$ cat config.mk
export PLATFORM = sky130hd
export DESIGN_NAME = plane_tile_walker_flat
export DESIGN_NICKNAME = d
export VERILOG_FILES = /design/src/rtl/plane_tile_walker_if.sv /design/src/rtl/plane_tile_walker.sv /design/src/flat_wrapper.sv
export SDC_FILE = /design/constraint.sdc
export NUM_CORES = 1
export LEC_CHECK = 0
export BUFFER_PORTS_ARGS = -buffer_cell sky130_fd_sc_hd__buf_2
export CAP_MARGIN = 30
export CORE_AREA = 2 2 283 285
export CTS_CLUSTER_SIZE = 30
export DETAILED_ROUTE_END_ITERATION = 16
export DIE_AREA = 0 0 285 287
export GPL_TIMING_DRIVEN = 0
export PLACE_DENSITY = 0.35
export SYNTH_ARGS = -nofsm -noshare
export SYNTH_HDL_FRONTEND = slang
export SYNTH_SLANG_ARGS = --single-unit
$ cat constraint.sdc
create_clock -name clock -period 16.19 [get_ports clock]
set_input_delay 2.4285 -clock clock [delete_from_list [all_inputs] [get_ports clock]]
set_output_delay 2.4285 -clock clock [all_outputs]
set_load 0.005 [all_outputs]
$ cat src/rtl/plane_tile_walker_if.sv
// plane_tile_walker_if
//   Bundles every signal of the tile walker except clock and reset.
//   - Triangle command: tri_valid/tri_ready handshake, vertex X/Y/Z
//     (signed fixed point), fraction width and tile column/row.
//   - abort: synchronous cancel of the triangle in flight.
//   - Interpolator side: latched plane inputs ip_f*/ip_frac_bits, the
//     ip_setup strobe, the pixel coordinate ip_x/ip_y and the
//     combinational result ip_z.
//   - Pixel stream: pix_valid/pix_ready handshake with pix_x, pix_y,
//     pix_z and pix_last.
//   - busy: walker is not idle.
// Modports:
//   slave  - the walker itself.
//   master - the environment: command source, interpolator and pixel sink.
interface plane_tile_walker_if;
  logic               tri_valid;
  logic               tri_ready;
  logic signed [31:0] tri_fx1, tri_fx2, tri_fx3;
  logic signed [31:0] tri_fy1, tri_fy2, tri_fy3;
  logic signed [31:0] tri_fz1, tri_fz2, tri_fz3;
  logic        [7:0]  tri_frac_bits;
  logic        [5:0]  tri_tile_x;
  logic        [5:0]  tri_tile_y;
  logic               abort;

  logic signed [31:0] ip_fx1, ip_fx2, ip_fx3;
  logic signed [31:0] ip_fy1, ip_fy2, ip_fy3;
  logic signed [31:0] ip_fz1, ip_fz2, ip_fz3;
  logic        [7:0]  ip_frac_bits;
  logic               ip_setup;
  logic signed [11:0] ip_x;
  logic signed [11:0] ip_y;
  logic signed [31:0] ip_z;

  logic               pix_valid;
  logic               pix_ready;
  logic        [11:0] pix_x;
  logic        [11:0] pix_y;
  logic signed [31:0] pix_z;
  logic               pix_last;

  logic               busy;

  modport slave (
    input  tri_valid,
    input  tri_fx1, tri_fx2, tri_fx3,
    input  tri_fy1, tri_fy2, tri_fy3,
    input  tri_fz1, tri_fz2, tri_fz3,
    input  tri_frac_bits, tri_tile_x, tri_tile_y,
    input  abort,
    input  ip_z,
    input  pix_ready,
    output tri_ready,
    output ip_fx1, ip_fx2, ip_fx3,
    output ip_fy1, ip_fy2, ip_fy3,
    output ip_fz1, ip_fz2, ip_fz3,
    output ip_frac_bits, ip_setup, ip_x, ip_y,
    output pix_valid, pix_x, pix_y, pix_z, pix_last,
    output busy
  );

  modport master (
    output tri_valid,
    output tri_fx1, tri_fx2, tri_fx3,
    output tri_fy1, tri_fy2, tri_fy3,
    output tri_fz1, tri_fz2, tri_fz3,
    output tri_frac_bits, tri_tile_x, tri_tile_y,
    output abort,
    output ip_z,
    output pix_ready,
    input  tri_ready,
    input  ip_fx1, ip_fx2, ip_fx3,
    input  ip_fy1, ip_fy2, ip_fy3,
    input  ip_fz1, ip_fz2, ip_fz3,
    input  ip_frac_bits, ip_setup, ip_x, ip_y,
    input  pix_valid, pix_x, pix_y, pix_z, pix_last,
    input  busy
  );
endinterface

$ cat src/rtl/plane_tile_walker.sv
// plane_tile_walker
//   Accepts one triangle command, hands its plane inputs to an external
//   interpolator, pulses ip_setup, waits SETUP_LAT cycles for the
//   interpolator coefficients, then walks every pixel of one
//   TILE_W x TILE_H tile in raster order, streaming (x, y, z) with
//   pix_last on the final pixel.
// Ports:
//   clock - single clock, rising edge.
//   reset - asynchronous, active-high.
//   bus   - plane_tile_walker_if.slave: triangle command, abort,
//           interpolator signals, pixel stream and busy.
// Parameters:
//   TILE_W, TILE_H - tile size in pixels.
//   SETUP_LAT      - cycles from ip_setup until ip_z is valid (1..15).
module plane_tile_walker #(
  parameter int TILE_W    = 32,
  parameter int TILE_H    = 32,
  parameter int SETUP_LAT = 1
) (
  input  logic                clock,
  input  logic                reset,
  plane_tile_walker_if.slave  bus
);

  localparam int CX_W = (TILE_W > 1) ? $clog2(TILE_W) : 1;
  localparam int CY_W = (TILE_H > 1) ? $clog2(TILE_H) : 1;
  localparam logic [CX_W-1:0] CX_MAX   = CX_W'(TILE_W - 1);
  localparam logic [CY_W-1:0] CY_MAX   = CY_W'(TILE_H - 1);
  localparam logic [11:0]     TILE_W12 = 12'(TILE_W);
  localparam logic [11:0]     TILE_H12 = 12'(TILE_H);
  // WAIT lasts SETUP_LAT-1 cycles; the counter runs down to zero and the
  // zero cycle is the last one spent in WAIT.
  localparam logic [3:0]      WAIT_INIT = (SETUP_LAT > 1) ? 4'(SETUP_LAT - 2) : 4'd0;

  typedef enum logic [2:0] {
    IDLE,
    SETUP,
    WAIT,
    WALK,
    DRAIN
  } state_t;

  state_t            state_reg;
  logic              tri_ready_reg;
  logic              busy_reg;
  logic              ip_setup_reg;
  logic [31:0]       plane_reg [9];
  logic [7:0]        frac_reg;
  logic [5:0]        tile_x_reg;
  logic [5:0]        tile_y_reg;
  logic [CX_W-1:0]   cx_reg;
  logic [CY_W-1:0]   cy_reg;
  logic [3:0]        wait_cnt_reg;
  logic              pix_valid_reg;
  logic              pix_last_reg;
  logic [11:0]       pix_x_reg;
  logic [11:0]       pix_y_reg;
  logic [31:0]       pix_z_reg;

  logic [31:0]       tri_vec [9];
  logic [11:0]       ip_x_calc;
  logic [11:0]       ip_y_calc;
  logic              walk_take;
  logic              at_end;

  // Vertex order in the plane array: X1..X3, Y1..Y3, Z1..Z3.
  assign tri_vec[0] = bus.tri_fx1;
  assign tri_vec[1] = bus.tri_fx2;
  assign tri_vec[2] = bus.tri_fx3;
  assign tri_vec[3] = bus.tri_fy1;
  assign tri_vec[4] = bus.tri_fy2;
  assign tri_vec[5] = bus.tri_fy3;
  assign tri_vec[6] = bus.tri_fz1;
  assign tri_vec[7] = bus.tri_fz2;
  assign tri_vec[8] = bus.tri_fz3;

  // Pixel coordinate is a pure function of held registers, so it stays
  // frozen whenever the counters are frozen (stall, drain).
  assign ip_x_calc = 12'(tile_x_reg) * TILE_W12 + 12'(cx_reg);
  assign ip_y_calc = 12'(tile_y_reg) * TILE_H12 + 12'(cy_reg);

  // A pixel is captured when the output slot is empty or being consumed.
  assign walk_take = (state_reg == WALK) && (!pix_valid_reg || bus.pix_ready);
  assign at_end    = (cx_reg == CX_MAX) && (cy_reg == CY_MAX);

  always_ff @(posedge clock or posedge reset) begin
    if (reset) begin
      state_reg     <= IDLE;
      tri_ready_reg <= 1'b1;
      busy_reg      <= 1'b0;
      ip_setup_reg  <= 1'b0;
      for (int i = 0; i < 9; i++) begin
        plane_reg[i] <= '0;
      end
      frac_reg      <= '0;
      tile_x_reg    <= '0;
      tile_y_reg    <= '0;
      cx_reg        <= '0;
      cy_reg        <= '0;
      wait_cnt_reg  <= '0;
      pix_valid_reg <= 1'b0;
      pix_last_reg  <= 1'b0;
      pix_x_reg     <= '0;
      pix_y_reg     <= '0;
      pix_z_reg     <= '0;
    end else if (bus.abort) begin
      // Cancel wins over everything; plane and tile registers are kept.
      state_reg     <= IDLE;
      tri_ready_reg <= 1'b1;
      busy_reg      <= 1'b0;
      ip_setup_reg  <= 1'b0;
      cx_reg        <= '0;
      cy_reg        <= '0;
      wait_cnt_reg  <= '0;
      pix_valid_reg <= 1'b0;
      pix_last_reg  <= 1'b0;
    end else begin
      ip_setup_reg <= 1'b0;
      case (state_reg)
        IDLE: begin
          if (bus.tri_valid && tri_ready_reg) begin
            for (int i = 0; i < 9; i++) begin
              plane_reg[i] <= tri_vec[i];
            end
            frac_reg      <= bus.tri_frac_bits;
            tile_x_reg    <= bus.tri_tile_x;
            tile_y_reg    <= bus.tri_tile_y;
            cx_reg        <= '0;
            cy_reg        <= '0;
            state_reg     <= SETUP;
            tri_ready_reg <= 1'b0;
            busy_reg      <= 1'b1;
            // Registered strobe: high for the one cycle spent in SETUP.
            ip_setup_reg  <= 1'b1;
          end
        end

        SETUP: begin
          if (SETUP_LAT > 1) begin
            wait_cnt_reg <= WAIT_INIT;
            state_reg    <= WAIT;
          end else begin
            state_reg    <= WALK;
          end
        end

        WAIT: begin
          if (wait_cnt_reg == 4'd0) begin
            state_reg <= WALK;
          end else begin
            wait_cnt_reg <= wait_cnt_reg - 4'd1;
          end
        end

        WALK: begin
          if (walk_take) begin
            pix_x_reg     <= ip_x_calc;
            pix_y_reg     <= ip_y_calc;
            pix_z_reg     <= bus.ip_z;
            pix_valid_reg <= 1'b1;
            if (at_end) begin
              // Counters stay on the last pixel while it drains.
              pix_last_reg <= 1'b1;
              state_reg    <= DRAIN;
            end else if (cx_reg == CX_MAX) begin
              cx_reg <= '0;
              cy_reg <= cy_reg + 1'b1;
            end else begin
              cx_reg <= cx_reg + 1'b1;
            end
          end
        end

        DRAIN: begin
          if (bus.pix_ready) begin
            pix_valid_reg <= 1'b0;
            pix_last_reg  <= 1'b0;
            state_reg     <= IDLE;
            tri_ready_reg <= 1'b1;
            busy_reg      <= 1'b0;
          end
        end

        default: begin
          state_reg     <= IDLE;
          tri_ready_reg <= 1'b1;
          busy_reg      <= 1'b0;
        end
      endcase
    end
  end

  assign bus.tri_ready    = tri_ready_reg;
  assign bus.busy         = busy_reg;
  assign bus.ip_setup     = ip_setup_reg;
  assign bus.ip_fx1       = plane_reg[0];
  assign bus.ip_fx2       = plane_reg[1];
  assign bus.ip_fx3       = plane_reg[2];
  assign bus.ip_fy1       = plane_reg[3];
  assign bus.ip_fy2       = plane_reg[4];
  assign bus.ip_fy3       = plane_reg[5];
  assign bus.ip_fz1       = plane_reg[6];
  assign bus.ip_fz2       = plane_reg[7];
  assign bus.ip_fz3       = plane_reg[8];
  assign bus.ip_frac_bits = frac_reg;
  assign bus.ip_x         = ip_x_calc;
  assign bus.ip_y         = ip_y_calc;
  assign bus.pix_valid    = pix_valid_reg;
  assign bus.pix_last     = pix_last_reg;
  assign bus.pix_x        = pix_x_reg;
  assign bus.pix_y        = pix_y_reg;
  assign bus.pix_z        = pix_z_reg;

endmodule

$ cat src/flat_wrapper.sv
// flat-port wrapper written by rule: the top's interface ports become plain ports
module plane_tile_walker_flat 
#(
  parameter int TILE_W    = 32,
  parameter int TILE_H    = 32,
  parameter int SETUP_LAT = 1
)
  (clock, reset, bus_tri_valid, bus_tri_fx1, bus_tri_fx2, bus_tri_fx3, bus_tri_fy1, bus_tri_fy2, bus_tri_fy3, bus_tri_fz1, bus_tri_fz2, bus_tri_fz3, bus_tri_frac_bits, bus_tri_tile_x, bus_tri_tile_y, bus_abort, bus_ip_z, bus_pix_ready, bus_tri_ready, bus_ip_fx1, bus_ip_fx2, bus_ip_fx3, bus_ip_fy1, bus_ip_fy2, bus_ip_fy3, bus_ip_fz1, bus_ip_fz2, bus_ip_fz3, bus_ip_frac_bits, bus_ip_setup, bus_ip_x, bus_ip_y, bus_pix_valid, bus_pix_x, bus_pix_y, bus_pix_z, bus_pix_last, bus_busy);
  plane_tile_walker_if bus_i ();
  input  logic clock;
  input  logic reset;
  input wire logic [$bits(bus_i.tri_valid)-1:0] bus_tri_valid;
  input wire logic [$bits(bus_i.tri_fx1)-1:0] bus_tri_fx1;
  input wire logic [$bits(bus_i.tri_fx2)-1:0] bus_tri_fx2;
  input wire logic [$bits(bus_i.tri_fx3)-1:0] bus_tri_fx3;
  input wire logic [$bits(bus_i.tri_fy1)-1:0] bus_tri_fy1;
  input wire logic [$bits(bus_i.tri_fy2)-1:0] bus_tri_fy2;
  input wire logic [$bits(bus_i.tri_fy3)-1:0] bus_tri_fy3;
  input wire logic [$bits(bus_i.tri_fz1)-1:0] bus_tri_fz1;
  input wire logic [$bits(bus_i.tri_fz2)-1:0] bus_tri_fz2;
  input wire logic [$bits(bus_i.tri_fz3)-1:0] bus_tri_fz3;
  input wire logic [$bits(bus_i.tri_frac_bits)-1:0] bus_tri_frac_bits;
  input wire logic [$bits(bus_i.tri_tile_x)-1:0] bus_tri_tile_x;
  input wire logic [$bits(bus_i.tri_tile_y)-1:0] bus_tri_tile_y;
  input wire logic [$bits(bus_i.abort)-1:0] bus_abort;
  input wire logic [$bits(bus_i.ip_z)-1:0] bus_ip_z;
  input wire logic [$bits(bus_i.pix_ready)-1:0] bus_pix_ready;
  output wire logic [$bits(bus_i.tri_ready)-1:0] bus_tri_ready;
  output wire logic [$bits(bus_i.ip_fx1)-1:0] bus_ip_fx1;
  output wire logic [$bits(bus_i.ip_fx2)-1:0] bus_ip_fx2;
  output wire logic [$bits(bus_i.ip_fx3)-1:0] bus_ip_fx3;
  output wire logic [$bits(bus_i.ip_fy1)-1:0] bus_ip_fy1;
  output wire logic [$bits(bus_i.ip_fy2)-1:0] bus_ip_fy2;
  output wire logic [$bits(bus_i.ip_fy3)-1:0] bus_ip_fy3;
  output wire logic [$bits(bus_i.ip_fz1)-1:0] bus_ip_fz1;
  output wire logic [$bits(bus_i.ip_fz2)-1:0] bus_ip_fz2;
  output wire logic [$bits(bus_i.ip_fz3)-1:0] bus_ip_fz3;
  output wire logic [$bits(bus_i.ip_frac_bits)-1:0] bus_ip_frac_bits;
  output wire logic [$bits(bus_i.ip_setup)-1:0] bus_ip_setup;
  output wire logic [$bits(bus_i.ip_x)-1:0] bus_ip_x;
  output wire logic [$bits(bus_i.ip_y)-1:0] bus_ip_y;
  output wire logic [$bits(bus_i.pix_valid)-1:0] bus_pix_valid;
  output wire logic [$bits(bus_i.pix_x)-1:0] bus_pix_x;
  output wire logic [$bits(bus_i.pix_y)-1:0] bus_pix_y;
  output wire logic [$bits(bus_i.pix_z)-1:0] bus_pix_z;
  output wire logic [$bits(bus_i.pix_last)-1:0] bus_pix_last;
  output wire logic [$bits(bus_i.busy)-1:0] bus_busy;
  assign bus_i.tri_valid = bus_tri_valid;
  assign bus_i.tri_fx1 = bus_tri_fx1;
  assign bus_i.tri_fx2 = bus_tri_fx2;
  assign bus_i.tri_fx3 = bus_tri_fx3;
  assign bus_i.tri_fy1 = bus_tri_fy1;
  assign bus_i.tri_fy2 = bus_tri_fy2;
  assign bus_i.tri_fy3 = bus_tri_fy3;
  assign bus_i.tri_fz1 = bus_tri_fz1;
  assign bus_i.tri_fz2 = bus_tri_fz2;
  assign bus_i.tri_fz3 = bus_tri_fz3;
  assign bus_i.tri_frac_bits = bus_tri_frac_bits;
  assign bus_i.tri_tile_x = bus_tri_tile_x;
  assign bus_i.tri_tile_y = bus_tri_tile_y;
  assign bus_i.abort = bus_abort;
  assign bus_i.ip_z = bus_ip_z;
  assign bus_i.pix_ready = bus_pix_ready;
  assign bus_tri_ready = bus_i.tri_ready;
  assign bus_ip_fx1 = bus_i.ip_fx1;
  assign bus_ip_fx2 = bus_i.ip_fx2;
  assign bus_ip_fx3 = bus_i.ip_fx3;
  assign bus_ip_fy1 = bus_i.ip_fy1;
  assign bus_ip_fy2 = bus_i.ip_fy2;
  assign bus_ip_fy3 = bus_i.ip_fy3;
  assign bus_ip_fz1 = bus_i.ip_fz1;
  assign bus_ip_fz2 = bus_i.ip_fz2;
  assign bus_ip_fz3 = bus_i.ip_fz3;
  assign bus_ip_frac_bits = bus_i.ip_frac_bits;
  assign bus_ip_setup = bus_i.ip_setup;
  assign bus_ip_x = bus_i.ip_x;
  assign bus_ip_y = bus_i.ip_y;
  assign bus_pix_valid = bus_i.pix_valid;
  assign bus_pix_x = bus_i.pix_x;
  assign bus_pix_y = bus_i.pix_y;
  assign bus_pix_z = bus_i.pix_z;
  assign bus_pix_last = bus_i.pix_last;
  assign bus_busy = bus_i.busy;
  plane_tile_walker #(.TILE_W(TILE_W), .TILE_H(TILE_H), .SETUP_LAT(SETUP_LAT)) u_core (.clock(clock), .reset(reset), .bus(bus_i));
endmodule
# Yosys cells after proc, flatten, opt, wreduce, memory -nomap -nowiden
# Cells that the tools add are included.
[totals] output_inout_bits=381 latch_bits=0 n_memories=0 register_bits=386 elab_cells=104 mem_bits_rw=0 input_bits=345 romBits=0
[op_classes] n_bitwise=1 mux=39 n_addsub=5 magnitude_cmp=0 n_div=0 shift=0 multipliers=0 n_eq_ne=15 reduce_logical=20
[ops] op="$mux 5" count=9
[ops] op="$add 11x5->12" count=2
[ops] op="$pmux 5 s2" count=2
[ops] op="$mux 3" count=6
[ops] op="$pmux 3 s5" count=1
[ops] op="$mux 1" count=14
[ops] op="$mux 4" count=3
[ops] op="$ne 3x2->1 const B" count=4
[ops] op="$reduce_and 3->1" count=4
[ops] op="$add 5x1->5 const B" count=2
[ops] op="$eq 5x5->1 const B" count=2
[ops] op="$reduce_and 5->1" count=2
[ops] op="$ne 3x3->1 const B" count=3
[ops] op="$reduce_and 4->1" count=2
[ops] op="$eq 3x2->1 const B" count=2
[ops] op="$pmux 1 s3" count=2
[ops] op="$reduce_bool 3->1" count=2
[ops] op="$logic_not 4->1" count=1
[ops] op="$pmux 1 s2" count=2
[ops] op="$sub 4x1->4 const B" count=1
[ops] op="$eq 3x1->1 const B" count=1
[ops] op="$eq 3x3->1 const B" count=1
[ops] op="$logic_and 1x1->1" count=3
[ops] op="$logic_not 3->1" count=1
[ops] op="8 further kinds" count=8

# Logic depth before layout (Yosys ltp)
# Gate-level depths: netlist (run 1).
[depth] depth_word=6 ltp_mapped=9 mapped_depth_nobuf=7

# Worst setup path after synthesis (run 1)
# OpenSTA, ideal clock, no wires.
[synth_path] path_kind="input -> register" from="input port bus_abort" to="register u_core.cx_reg[0]" arrival_ns=3.423 slack_ns=12.642 setup_ns=0.125 n_path_buf=0 stages=4 required_time_ns=16.065 cell_sequence="nand4bb_4 a21oi_1 or2_2 mux2_2"
[synth_via] elab_chain_len=2 elab_cells_between_ends=6 cone_classes="eq/ne (3); mux (1); reduce/logical (2)"
[synth_lines] element="start, declared" line_no="flat_wrapper.sv:25" source="input wire logic [$bits(bus_i.abort)-1:0] bus_abort;"
[synth_lines] element="$ne 3x3->1 (no line), or another cell as far along"
[synth_lines] element="$reduce_and 4->1 (no line)"
[synth_lines] element="end signal, assigned" line_no="plane_tile_walker.sv:169" source="cx_reg <= cx_reg + 1'b1;"
[synth_lines] element="end, declared" line_no="plane_tile_walker.sv:51" source="logic [CX_W-1:0] cx_reg;"
# Parallel ways exist; a longest one is shown, timed or not.
# A chain may end at the register's enable or synchronous reset.

# Final worst setup path (run 1)
[layout_path] from="input port bus_tri_valid" to="register u_core.plane_reg, in the netlist u_core.bus.ip_fx2[7]"
[layout_via] elab_chain_len=2
[layout_lines] element="start, declared" line_no="flat_wrapper.sv:12" source="input wire logic [$bits(bus_i.tri_valid)-1:0] bus_tri_valid;"
[layout_lines] element="$logic_and 1x1->1" line_no="plane_tile_walker.sv:121" source="if (bus.tri_valid && tri_ready_reg) begin"
[layout_lines] element="$reduce_and 3->1 (no line)"
[layout_lines] element="end signal, assigned by index" line_no="plane_tile_walker.sv:123" source="plane_reg[i] <= tri_vec[i];"
[layout_lines] element="end, declared" line_no="plane_tile_walker.sv:47" source="logic [31:0] plane_reg [9];"
# No other way between the ends.

==> impl_results.md, run 1 <==
* Status: finished clean
* Layout cells sized above 1 at 39.1%
* Die span in x at approximately 290 um
* Max Cap Viol at 0
* Most numerous cell on the critical path: buf_2
* Die Area at between 80,000 and 90,000 um^2
* Power Total at 0.00396 W
* Power Dens Cells at 184 nW/um^2
* Bufs and invs on worst path at 4
* RSZ-0062 raised after global routing: no
* Post-DP HPWL at 46,400 um
* Area grow syn2layout at 45.4%
* GP Congestion at 0.854
* Routed Antenna Nets at 0
* Root Buffer: clkbuf_16
* Clk sink count at 384
* Commonest non-fill, non-tap cell in the layout: nand2_1
* Post-synth EDFFs at 0
* Largest net degree at the start of global routing at ~120
* Hold path start: u_core.bus.ip_fz3[2]
* Ys flop type: dfrtp_1
* Layout Cell Area excl Fill at ~21,000 um^2
* Gr ovfl total at 0
* CTS Hold Bufs at 0
* Synthesized cell area at 14,800 um^2
* Total core area at 78,600 um^2
* DR pass1 iterations at 7
* Clock slew at reported path FFs at 0.06 ns
* Crit start category: input pin
* Initial Utilization at 18.8%
* Post-CTS Setup Bufs at 0
* Vias per cell at 3.83
* Setup CP Type: in -> reg
* Most frequent cells in the layout: nand2_1, buf_2, dfrtp_1
* IO Pins at 726
* Post-synthesis register bit count at 384
* DRC at 0
* Final Cycle Share at 24.1%
* Register area share after synthesis at 65.1%
* Post_cts resized at 0
* Critical-path cell list: buf_2, and4bb_1, nand2_1, buf_2, buf_2, buf_2, nand2_1, nand2_1
* Leak at between 10 and 15 nW
* Final setup margin at 12.28 ns
* Final Skew at between 0.02 and 0.025 ns
* Avg WL per Cell at 17.6 um
* DR iter-0 viols at 407
* GR Util All Layers at between 10% and 20%
* Row cnt at 103
* Synth Instances at roughly 1,500
* Crit-path max cell delay at 0.52 ns
* RR Endpoint: u_core.bus.ip_fx2[10]
* Worst r2r src: u_core.bus.tri_ready
* Worst path slowest cell: buf_2
* Max-slew headroom at 53.2%
* Worst EP required at 16.70 ns
* Die height at 287 um
* Dpl ws at between 10 and 15 ns
* Critical Path Fanout Max at 10
* Crit end category: flip-flop
* Final WL at between 60,000 and 70,000 um
* Hold WC Path Type: reg -> reg
* Final-report hold violation count at 0
* # H-tree levels at 2
* Vias at about 13,000
* # nets final at between 2,000 and 3,000
* Area after DPL at approximately 20,000 um^2
* Hold EP: u_core.bus.ip_fz3[2]
* CP top delay family: buffers and inverters
* Hold_ws at 0.464 ns
* Critical path arrival at between 4 and 5 ns
* Avg Cell Area, Syn at 9.56 um^2
* Initial antenna violation count at 15
* Setup violations, final at 0
* Slew @ Worst Pin at 0.702 ns
* Longest Clk Path Bufs at 3
* Fmax at around 0.26 GHz
* Min-Delay Path Depth at 2
* Reg2reg setup slack at 13.68 ns
* R2R depth at 7
* Max Slew Vio Count at 0
* TNS Setup at 0 ns
* FFs w/ async S/R, synth at 100%
* Crit path time final at ~4 ns
* Netlist cell types at 43
* VDD IR max at 75.7 uV
* CTS tree: done
* Number of global-route vias before repair at between 10,000 and 15,000
* Clk Latency, worst-skew pair at 0.58 ns
* Yosys warns at 0
* Port Buffer Count at between 700 and 800
* Number of CTS-inserted buffers at 49
* First-pass GRT wire length at 89,400 um
-- final cells by class --
class | count | area [um^2]
clock inverter | 9 | 105
sequential | 384 | 9610
buffer | 82 | 433
fill | 8622 | 57100
multi-input combinational | 1075 | 4710
antenna | 6 | 15.0
clock buffer | 78 | 1560
timing repair buffer | 724 | 3690
inverter | 8 | 37.5
tap | 1050 | 1310
-- synth_stat cells, drive strengths merged (4+ instances only) --
| library cell | instances | share of area, % |
|---|---|---|
| ha | 5 | 0.42 |
| a21oi | 6 | 0.20 |
| o21ai | 11 | 0.37 |
| dfrtp | 383 | 65 |
| a31oi | 4 | 0.17 |
| nand3 | 4 | 0.14 |
| clkbuf | 26 | 0.66 |
| inv | 8 | 0.20 |
| mux2 | 55 | 4.2 |
| nand2 | 934 | 24 |
| nor2 | 10 | 0.25 |
| buf | 56 | 2.3 |
| nor3 | 5 | 0.25 |
-- worst max-delay path by stage --
stage / from / to / slack (ns) / depth (start not counted)
2_1_floorplan: reset / u_core.bus.busy / 3.09 / 1
3_3_place_gp: reset / u_core.bus.ip_fx3[21] / -2.55 / 2
3_5_place_dp: bus_tri_valid / u_core.bus.ip_fx2[10] / 11.51 / 8
4_1_cts: bus_tri_valid / u_core.bus.ip_fx2[7] / 12.15 / 8
5_1_grt: bus_tri_valid / u_core.bus.ip_fx2[14] / 12.06 / 8
6_report: bus_tri_valid / u_core.bus.ip_fx2[7] / 12.28 / 8
-- worst reg2reg max path, stage by stage, from the launching register on --
cell	delay, ns
dfstp_2	0.56
and4bb_1	0.25
nand2_1	0.17
inv_2	0.10
buf_2	0.34
clkbuf_2	0.57
nand2_1	0.33
nand2_1	0.11
-- per-stage QoR --
step	util [%]	std cells
2_1_floorplan	-	1549
4_1_cts	27.3	3410
5_1_grt	27.3	3413
3_3_place_gp	25.1	3320
6_report	27.3	3416
3_5_place_dp	25.2	3323
-- power by group --
part / internal, W / total, W / switching (W) / leakage [nW]
Sequential: 0.00138 / 0.00161 / 0.000229 / 4.82
Clock: 0.000686 / 0.00112 / 0.000435 / 0.822
Combinational: 0.000546 / 0.00122 / 0.000677 / 6.48
Total: 0.00261 / 0.00396 / 0.00134 / 12.1
-- routing by layer --
metal	routed length [um]	global-route usage (%)
met3	5240	5.31
met1	22600	15.7
met4	1340	3.69
met2	30800	25.9
met5	88	0
-- cells by family (layout without fill, tap and decap cells) --
logic type / Yosys count / after routing / synth area share (%)
buffers and inverters: 90 / 901 / 3.13
DFF: 384 / 384 / 65.1
adders and majority gates: 5 / 5 / 0.423
xor gates and xnor gates: 3 / 3 / 0.178
other: 1 / 10 / 0.0254
AOI/OAI and AO/OA: 36 / 36 / 1.51
muxes: 55 / 55 / 4.22
and+or+nand+nor: 972 / 972 / 25.5
Power figures use the tool's default switching activity.
==> inputs of run 2 (changes only) <==
clock period = 3.6 ns   (was 16.19 ns; I/O delays follow)
==> impl_results.md, run 2 (synthesis gave the netlist of run 1 again) <==
* Status: finished clean
* Critical path arrival at 3.10 ns
* Final-report hold violation count at 0
* Vias at approximately 13,000
* VDD IR max at 371 uV
* GR Util All Layers at 14.3%
* Fmax at 0.386 GHz
* Post-DP HPWL at 47,800 um
* Total core area at 78,600 um^2
* Most frequent cells in the layout: nand2_1, buf_2, dfrtp_1
* Die span in x at between 200 and 300 um
* Worst EP required at 4.11 ns
* Max-slew headroom at 59.5%
* Gr ovfl total at 0
* Setup violations, final at 0
* Die height at 287 um
* Multi-input logic area at 4710 um^2
* RSZ-0062 raised after global routing: no
* Layout cells sized above 1 at 39.2%
* Clock slew at reported path FFs at 0.06 ns
* DR pass1 iterations at 4
* Routed Antenna Nets at 0
* Clk Latency, worst-skew pair at 0.57 ns
* Crit path time final at 2.59 ns
* GP Congestion at 0.825
* Critical Path Fanout Max at 10
* DR iter-0 viols at 462
* Avg WL per Cell at 17.7 um
* Hold WC Path Type: in -> reg
* DRC at 0
* Vias per cell at 3.82
* Slew @ Worst Pin at 0.608 ns
* Max Slew Vio Count at 0
* IO Pins at 726
* Power Dens Cells at 829 nW/um^2
* Die Area at 81,800 um^2
* Largest net degree at the start of global routing at 39
* Root Buffer: clkbuf_16
* Number of CTS-inserted buffers at 50
* Final Skew at 0.0173 ns
* Row cnt at between 100 and 150
* Max Cap Viol at 0
* Leak at about 12 nW
* Longest Clk Path Bufs at 3
* Final WL at 60,600 um
* Crit end category: flip-flop
* Crit start category: flip-flop
* Area after DPL at 20,000 um^2
* Clk sink count at around 380
* Initial Utilization at 18.8%
* Commonest non-fill, non-tap cell in the layout: nand2_1
* Storage element area at 9610 um^2
* Power Total at 0.0180 W
* Setup CP Type: reg -> reg
* Area grow syn2layout at 46.9%
* Final Cycle Share at 71.9%
* Filler Cells Inserted at 8,682
* # H-tree levels at 2
* CTS tree: done
* First-pass GRT wire length at 88,800 um
* Port Buffer Count at 721
* Initial antenna violation count at 13
* # nets final at about 2,700
* Layout Cell Area excl Fill at 21,700 um^2
* Number of global-route vias before repair at roughly 14,000
-- run 2: repair_timing --
item,4_1_cts,5_1_grt
buffers inserted,0,0
endpoints found under the hold margin,5,0
hold buffers,1,0
resized for setup,0,0
setup endpoints to repair,0,0
-- run 2: final timing paths --
kind	startpoint	to	slack [ns]	cells after the start
setup / recovery	u_core.state_reg[1]	u_core.bus.ip_fx2[24]	1.01	7
hold / removal	bus_tri_fz3[4]	u_core.bus.ip_fz3[4]	0.15	3
setup reg to reg	u_core.state_reg[1]	u_core.bus.ip_fx2[24]	1.01	7
hold reg to reg	u_core.bus.ip_fx1[22]	u_core.bus.ip_fx1[22]	0.46	2
max in group asynchronous	reset	u_core.bus.ip_fx1[12]	1.62	8
min in group asynchronous	reset	u_core.bus.ip_fy1[29]	0.49	3
-- run 2: cell type report --
cell class                 count  share of cell area (%)
sequential                   384                    44.3
multi-input combinational   1075                    21.7
timing repair buffer         735                    17.9
clock buffer                  81                    7.20
tap                         1050                    6.06
buffer                        82                    1.99
clock inverter                10                   0.704
inverter                       8                   0.156
antenna                        2                  0.0231
-- run 2: per-layer routing --
layer	track usage [%]	share of wire [%]	vias up
met5	0	0.19	-
met1	15.2	37	6163
li1	-	-	6342
met3	5.59	8.9	101
met4	3.78	2.2	18
met2	26.4	52	477
-- run 2: power breakdown --
part           switching (W)  internal [W]  total [W]
Sequential          0.000998       0.00622    0.00722
Clock                0.00197       0.00323    0.00520
Combinational        0.00310       0.00248    0.00558
Total                0.00606        0.0119     0.0180
-- run 2: per-stage QoR --
step	instances	utilization, %	TNS, ns	hold WS (ns)	setup slack, ns
final	3427	27.6	0	0.151	1.01
after global routing	3427	27.6	0	0.114	0.798
after CTS	3425	27.6	0	0.0855	0.881
after detailed placement	3333	25.4	0	0.457	0.758
after global placement	3320	25.1	-1925.74	0.453	-5.09
after floorplan	1549	-	-805.43	0.470	-2.10
-- run 2: worst max-delay path, stage by stage (launching register included) --
cell and delay [ns]:
dfrtp_1 0.47, and4bb_1 0.28, nand2_1 0.24, buf_2 0.41, buf_2 0.37, buf_2 0.53, nand2_1 0.12, nand2_1 0.08
